### src/rtl/seg7_ctrl_n.sv
// Avalon-MM seven-segment controller for NUM_DIGITS static digits: hex/raw decode, blink, PWM dimming, polarity.
// Optional decimal-point outputs (coe_dp) are built when SEG7_DP_EN is defined.
module seg7_ctrl_n #(
    parameter int NUM_DIGITS = 2,
    parameter int ADDR_W     = 4,
    parameter int BLINK_DIV  = 25000000,
    parameter int PWM_BITS   = 4
) (
    input  logic                      csi_clk,
    input  logic                      csi_reset,
    input  logic [ADDR_W-1:0]         avs_s1_address,
    input  logic                      avs_s1_read,
    input  logic                      avs_s1_write,
    input  logic [15:0]               avs_s1_writedata,
    input  logic [1:0]                avs_s1_byteenable,
    output logic [15:0]               avs_s1_readdata,
`ifdef SEG7_DP_EN
    output logic [NUM_DIGITS-1:0]     coe_dp,
`endif
    output logic [NUM_DIGITS*7-1:0]   coe_seg
);

`ifdef SEG7_DP_EN
    localparam int DIG_W = 8;
`else
    localparam int DIG_W = 7;
`endif
    localparam int PRE_W = $clog2(BLINK_DIV);

    logic                  ctrl_en;
    logic                  ctrl_inv;
    logic [NUM_DIGITS-1:0] decode_r;
    logic [NUM_DIGITS-1:0] blink_r;
    logic [PWM_BITS-1:0]   duty_r;
    logic [DIG_W-1:0]      digit_r [NUM_DIGITS];

    logic [PRE_W-1:0]      pre_cnt;
    logic                  blink_phase;
    logic [PWM_BITS-1:0]   pwm_cnt;

    logic [15:0]           rd_mux;
    logic                  pwm_on;
    logic [NUM_DIGITS-1:0] lit;
    logic [NUM_DIGITS*7-1:0] seg_p0;

    // Every register is at most 8 bits wide, so the upper byte lane never lands anywhere.
    logic unused_hi;
    assign unused_hi = ^{avs_s1_writedata[15:7], avs_s1_byteenable[1]};

    function automatic logic [6:0] hex7(input logic [3:0] v);
        case (v)
            4'h0: hex7 = 7'h3F;
            4'h1: hex7 = 7'h06;
            4'h2: hex7 = 7'h5B;
            4'h3: hex7 = 7'h4F;
            4'h4: hex7 = 7'h66;
            4'h5: hex7 = 7'h6D;
            4'h6: hex7 = 7'h7D;
            4'h7: hex7 = 7'h07;
            4'h8: hex7 = 7'h7F;
            4'h9: hex7 = 7'h6F;
            4'hA: hex7 = 7'h77;
            4'hB: hex7 = 7'h7C;
            4'hC: hex7 = 7'h39;
            4'hD: hex7 = 7'h5E;
            4'hE: hex7 = 7'h79;
            default: hex7 = 7'h71;
        endcase
    endfunction

    always_ff @(posedge csi_clk) begin
        if (csi_reset) begin
            ctrl_en  <= 1'b1;
            ctrl_inv <= 1'b1;
            decode_r <= '1;
            blink_r  <= '0;
            duty_r   <= '1;
            for (int k = 0; k < NUM_DIGITS; k++) digit_r[k] <= '0;
        end else if (avs_s1_write && avs_s1_byteenable[0]) begin
            if (avs_s1_address == ADDR_W'(0)) begin
                ctrl_en  <= avs_s1_writedata[0];
                ctrl_inv <= avs_s1_writedata[1];
            end
            if (avs_s1_address == ADDR_W'(1)) decode_r <= avs_s1_writedata[NUM_DIGITS-1:0];
            if (avs_s1_address == ADDR_W'(2)) blink_r  <= avs_s1_writedata[NUM_DIGITS-1:0];
            if (avs_s1_address == ADDR_W'(3)) duty_r   <= avs_s1_writedata[PWM_BITS-1:0];
            for (int k = 0; k < NUM_DIGITS; k++) begin
                if (avs_s1_address == ADDR_W'(4 + k)) digit_r[k] <= avs_s1_writedata[DIG_W-1:0];
            end
        end
    end

    always_comb begin
        rd_mux = '0;
        if (avs_s1_address == ADDR_W'(0)) rd_mux[1:0] = {ctrl_inv, ctrl_en};
        if (avs_s1_address == ADDR_W'(1)) rd_mux[NUM_DIGITS-1:0] = decode_r;
        if (avs_s1_address == ADDR_W'(2)) rd_mux[NUM_DIGITS-1:0] = blink_r;
        if (avs_s1_address == ADDR_W'(3)) rd_mux[PWM_BITS-1:0] = duty_r;
        for (int k = 0; k < NUM_DIGITS; k++) begin
            if (avs_s1_address == ADDR_W'(4 + k)) rd_mux[DIG_W-1:0] = digit_r[k];
        end
    end

    always_ff @(posedge csi_clk) begin
        if (csi_reset) avs_s1_readdata <= '0;
        else if (avs_s1_read) avs_s1_readdata <= rd_mux;
    end

    // Blink prescaler and PWM counter free-run; register writes never disturb them.
    always_ff @(posedge csi_clk) begin
        if (csi_reset) begin
            pre_cnt     <= '0;
            blink_phase <= 1'b0;
            pwm_cnt     <= '0;
        end else begin
            if (pre_cnt == PRE_W'(BLINK_DIV - 1)) begin
                pre_cnt     <= '0;
                blink_phase <= ~blink_phase;
            end else begin
                pre_cnt <= pre_cnt + 1'b1;
            end
            pwm_cnt <= pwm_cnt + 1'b1;
        end
    end

    // p0: combinational segment pattern from current register/counter state
    always_comb begin
        pwm_on = (pwm_cnt <= duty_r);
        lit    = '0;
        seg_p0 = '0;
        for (int k = 0; k < NUM_DIGITS; k++) begin
            lit[k] = ctrl_en & pwm_on & ~(blink_r[k] & blink_phase);
            seg_p0[7*k +: 7] = lit[k] ? (decode_r[k] ? hex7(digit_r[k][3:0]) : digit_r[k][6:0]) : 7'h00;
            if (ctrl_inv) seg_p0[7*k +: 7] = ~seg_p0[7*k +: 7];
        end
    end

    // p1: registered pin drivers
    always_ff @(posedge csi_clk) begin
        if (csi_reset) coe_seg <= '1;
        else coe_seg <= seg_p0;
    end

`ifdef SEG7_DP_EN
    logic [NUM_DIGITS-1:0] dp_p0;

    always_comb begin
        dp_p0 = '0;
        for (int k = 0; k < NUM_DIGITS; k++) dp_p0[k] = (lit[k] & digit_r[k][7]) ^ ctrl_inv;
    end

    always_ff @(posedge csi_clk) begin
        if (csi_reset) coe_dp <= '1;
        else coe_dp <= dp_p0;
    end
`endif

endmodule

### config.mk
export PLATFORM = sky130hd
export DESIGN_NAME = seg7_ctrl_n
export DESIGN_NICKNAME = d
export VERILOG_FILES = /design/src/rtl/seg7_ctrl_n.sv
export SDC_FILE = /design/constraint.sdc
export NUM_CORES = 1
export LEC_CHECK = 0
export ABC_AREA = 1
export BUFFER_PORTS_ARGS = -buffer_cell sky130_fd_sc_hd__buf_4
export CORE_ASPECT_RATIO = 0.6
export CORE_MARGIN = 2
export CORE_UTILIZATION = 58
export DETAILED_ROUTE_END_ITERATION = 8
export PLACE_DENSITY_LB_ADDON = 0.05
export SKIP_LAST_GASP = 1
export SLEW_MARGIN = 20
export SYNTH_ARGS = -nofsm -noshare
export SYNTH_HDL_FRONTEND = slang
export SYNTH_SLANG_ARGS = --single-unit
### constraint.sdc
create_clock -name csi_clk -period 1.8 [get_ports csi_clk]
set_input_delay 0.36 -clock csi_clk [delete_from_list [all_inputs] [get_ports csi_clk]]
set_output_delay 0.36 -clock csi_clk [all_outputs]
set_load 0.03 [all_outputs]
* Yosys cells after proc, flatten, opt, wreduce, memory -nomap -nowiden *
Memories as Yosys holds them, arrays and structs flattened.
Index checks and enable logic that the tools add are counted.

operators by class
  $add $sub $neg = 2
  multipliers = 0
  div/mod/pow operators = 0
  order comparisons = 1
  eq/ne operators = 6
  shift-type cells = 0
  muxes and demuxes = 24
  bitwise gates (word level) = 12
  reductions and logical operators = 7

operator list
  kind                                            number
  2-to-1 mux 7 bit                                10
  adder 25 x 1 -> 25 bit (second input constant)  1
  == test 25 bit (second input constant)          1
  NOT 7 bit                                       2
  2-to-1 mux 1 bit                                10
  == test 4 x 2 -> 1 bit (second input constant)  2
  == test 4 x 3 -> 1 bit (second input constant)  2
  AND reduction 2 bit                             4
  2-to-1 mux 2 bit                                3
  AND 1 bit                                       5
  adder 4 x 1 -> 4 bit (second input constant)    1
  == test 4 x 1 -> 1 bit (second input constant)  1
  less-or-equal comparator 4 bit                  1
  logical NOT 4 bit                               1
  2-to-1 mux 4 bit                                1
  NOT 1 bit                                       3
  bitwise OR 1 bit                                2
  OR reduction 2 bit                              1
  logical AND 1 bit                               1

storage, ports and cells
  flip-flop bits (word level) = 61
  bits in latches = 0
  RAM bits = 14
  bits in read-only memories = 224
  output and inout port bits = 30
  word-level logic and storage cells = 65
  memories = 3

memory list
  name             depth  bits a word  read ports  clocked after memory_dff  write ports  line  source
  (no name shown)  16     7            1           0                         0            51    case (v)
  (no name shown)  16     7            1           0                         0            51
  digit_r          2      7            2           0                         2            35    logic [DIG_W-1:0] digit_r [NUM_DIGITS];

* Depth between registers and ports, before layout *
  depth in word-level cells = 7
  depth in mapped cells = 12
  depth with buffers taken out = 12

* Worst setup path after synthesis *
Ideal clock, no wire load.

  path kind = input port to flip-flop
  from = input avs_s1_address[3]
  to = memory digit_r[1][3], in the netlist digit_r[0][10], enable pin
  setup time = 0.381 ns
  arrival = 1.218 ns
  required time = 1.419 ns
  path slack = 0.201 ns
  stages = 5
  buffers on the path = 0
  cells stage by stage = inv_1 -> nand2_1 -> nor2_1 -> nand2_1 -> o21ai_0

RTL lines
  item                line  source
  start: declaration  11    input logic [ADDR_W-1:0] avs_s1_address,
  end: declaration    35

* Final worst setup path *
  from = register duty_r[2]
  to = register coe_seg[9]

between the ends
  word-level cells in the longest chain between the ends = 6

ends and longest elaborated chain
  item                              line  source
  start: declaration                34    logic [PWM_BITS-1:0] duty_r;
  start signal: assignment          86    if (avs_s1_address == ADDR_W'(3)) duty_r <= avs_s1_writedata[PWM_BITS-1:0];
  less-or-equal comparator 4 bit *  128   pwm_on = (pwm_cnt <= duty_r);
  AND 1 bit * (2 in series)         132   lit[k] = ctrl_en & pwm_on & ~(blink_r[k] & blink_phase);
  2-to-1 mux 7 bit *                133   seg_p0[7*k +: 7] = lit[k] ? (decode_r[k] ? hex7(digit_r[k][3:0]) : digit_r[k][6:0]) : 7'h00;
  NOT 7 bit                         134   if (ctrl_inv) seg_p0[7*k +: 7] = ~seg_p0[7*k +: 7];
  2-to-1 mux 7 bit *                134
  end signal: assignment            141   else coe_seg <= seg_p0;
  end: declaration                  20    output logic [NUM_DIGITS*7-1:0] coe_seg

Mark *: on every way between the ends. The rest lies on a longest branch, timed or not.
A chain may end at the register's enable or synchronous reset.

==> results.sh <==
export IMPL_final_antenna_net_count=0
export IMPL_groute_usage_overall_pct=29.2
export IMPL_gp_congestion=0.926
export IMPL_cellPowerDensity_nw_per_um2=872
export IMPL_drt_total_wl_mm=11.1
export IMPL_hold_depth=3
export IMPL_pwr_share_comb_pct=12.5
export IMPL_synth_top_family_by_area="simple AND/OR/NAND/NOR gates"
export IMPL_synthSimpleGateAreaFrac_pct=34.7
export IMPL_numCtsBuffers=9
export IMPL_fin_skew_ps=4.94
export IMPL_utilization_pct=73.0
export IMPL_drv_cap=0
export IMPL_grt_pass1_vias=3574
export IMPL_via_count=4132
export IMPL_synth_seq_area_share_pct=39.4
export IMPL_remaining_drc_errors=0
export IMPL_critPathLaunchType="flop"
export IMPL_yosysWarnings=0
export IMPL_synth_top_cell_area_share_pct=29.3
export IMPL_clk_latency_ps=340
export IMPL_p_sw_share_pct=26.2
export IMPL_setup_viol=0
export IMPL_finalNetCount=688
export IMPL_worst_hold_slack_ps=261
export IMPL_dieArea_sq_um=7900
export IMPL_switching_power_mw=1.14
export IMPL_grt_pass1_wl_mm=17.9
export IMPL_vias_per_cell=5.60
export IMPL_holdBufCountCts=0
export IMPL_antenna_found_initial=0
export IMPL_drv_slew=0
export IMPL_rsz0062_at_grt="yes"
export IMPL_htree_levels=3
export IMPL_synth_xor_area_share_pct=2.10
export IMPL_place_hpwl_mm=8.26
export IMPL_pin_count=56
export IMPL_cts_buffer_depth=2
export IMPL_fin_crit_ps=1720
export IMPL_fin_ws_ps=82.3
export IMPL_worst_r2r_cell_count=12
export IMPL_die_y_um=69.7
export IMPL_tightest_slew_ps=590
export IMPL_drive_above_1_share_pct=14.9
export IMPL_final_cell_mix="nand2_1, nand3_1, inv_1"
export IMPL_cp_end_kind="flop"
export IMPL_status="completed"
export IMPL_cp_max_fo=6
export IMPL_register_area_sq_um=1640
export IMPL_dr_pass1_iters=6
export IMPL_synth_cell_types=31
export IMPL_muxShareOfSynthArea_pct=0
export IMPL_cts_sinks=75
export IMPL_leakagePower_nw=2.21
export IMPL_fillers=574
export IMPL_tns_ps=0
export IMPL_power_mw=4.34
export IMPL_diodes=0
export IMPL_synth_adder_area_share_pct=4.80
export IMPL_drt_iter0_drc=534
export IMPL_intPower_mw=3.21
export IMPL_ys_seq_elements=75
export IMPL_required_ps=2080
export IMPL_hold_path_class="in -> reg"
export IMPL_syn_avg_cell_area_sq_um=6.98
export IMPL_avgRoutedWirePerCell_um=15.1
export IMPL_cts_tree="done"
export IMPL_grt_max_degree=26
export IMPL_cts_root_buffer="clkbuf_16"
export IMPL_io_buffers=36
export IMPL_core_sq_um=6820
export IMPL_ys_top_cells_by_area="dfxtp_1, nand2_1, edfxtp_1"
export IMPL_cp_data_arrival_time_ps=1990
export IMPL_synthCells=597
export IMPL_multi_input_area_sq_um=2220
export IMPL_synth_compound_area_share_pct=8.61
export IMPL_crit_type="reg -> reg"
export IMPL_seqPwrFrac_pct=42.5
export IMPL_post_route_period_util_pct=95.4
export IMPL_overflow=0
export IMPL_start_util_pct=61.1
export IMPL_finalHoldViolations=0
export IMPL_clock_fmax_mhz=582
export IMPL_clkPwrFrac_pct=45.0
export IMPL_clk_pin_slew_ps=60
export IMPL_synth_top_area_cell="dfxtp_1"
export IMPL_dp_slack_ps=78.9
export IMPL_rows=23
export IMPL_die_x_um=113
export IMPL_peakVddDrop_uv=730
export IMPL_final_common_cell="nand2_1"
export IMPL_synth_area_sq_um=4170
export IMPL_max_slew_margin_pct=60.6
export IMPL_area_growth_pct=19.4
## cells in the mapped netlist
cell,count
a21oi_1,34
buf_1,1
nand4_1,13
nor2_1,68
nand2_2,4
xor2_1,6
nand3b_1,4
buf_2,6
clkinv_1,1
nor3_1,5
nand3_1,81
nor2_4,3
nand2_4,1
buf_4,9
nor3_2,1
clkbuf_1,7
inv_2,2
conb_1,1
buf_8,2
a41oi_1,2
xnor2_1,4
edfxtp_1,14
o21bai_1,1
inv_1,70
o211ai_1,5
nand2_1,148
or2_0,2
o22ai_1,1
ha_1,16
o21ai_0,24
dfxtp_1,61
## stage by stage
step | cell area, sq um | cells
2_1_floorplan | 4200 | 605
3_3_place_gp | 4530 | 718
3_5_place_dp | 4530 | 718
4_1_cts | 4860 | 734
5_1_grt | 4980 | 738
6_report | 4980 | 738
## power by group through the flow
stage | Sequential, mW | Clock (mW) | Combinational (mW)
finish | 1.84 | 1.95 | 0.544
global route | 1.85 | 2.06 | 0.603
CTS | 1.84 | 1.98 | 0.525
detailed placement | 1.88 | 0 | 0.522
global placement | 1.87 | 0 | 0.512
floorplan | 1.93 | 0 | 0.298
## cells by family after synthesis
family          count (synthesis)
other cells                     1
buf+inv                        98
compound gates                 67
simple gates                  330
fa+ha+maj                      16
xor+xnor                       10
flops                          75
## sequential cells by signal (all words and copies together), names as in the netlist
name	flops
blink_phase	1
duty_r	4
ctrl_inv	1
avs_s1_readdata	7
ctrl_en	1
blink_r	2
coe_seg	14
pwm_cnt	4
decode_r	2
digit_r	14
pre_cnt	25
## metal layers
layer | wire length, um | GRT usage [%] | up-vias
met2 | 4310 | 38.5 | 220
met3 | 1380 | 8.65 | 6
met5 | 0 | 0 | -
met1 | 5340 | 45.7 | 1883
met4 | 80 | 7.32 | 0
li1 | - | - | 2023
## repair_timing
action                     CTS  global route
setup endpoints to repair    0            39
resized for setup            0            22
hold endpoints to repair     0             0
buffers inserted             0             3
## cell type report
cell class / instances / share of cell area (%)
Tap cell: 87 / 2.19
Clock buffer: 9 / 4.53
Multi-Input combinational cell: 433 / 44.6
Timing Repair Buffer: 54 / 8.15
Sequential cell: 75 / 33.0
Clock inverter: 7 / 2.01
Inverter: 73 / 5.51
## final timing paths
kind,from,slack [ps],end
worst max-delay path,duty_r[2],80,coe_seg[9]
worst min-delay path,avs_s1_writedata[3],260,duty_r[3]
worst max register to register,duty_r[2],80,coe_seg[9]
worst min register to register,blink_r[1],470,blink_r[1]
## critical path: stages (launching register included)
cell	delay, ps
dfxtp_2	330
inv_1	60
ha_1	300
nand2_1	80
inv_2	60
nand2_2	90
nand2_4	80
nand2_4	110
nand2_1	80
nor2_1	110
buf_4	160
nand3_1	90
nand3_1	110
(Power assumes the default switching activity.)
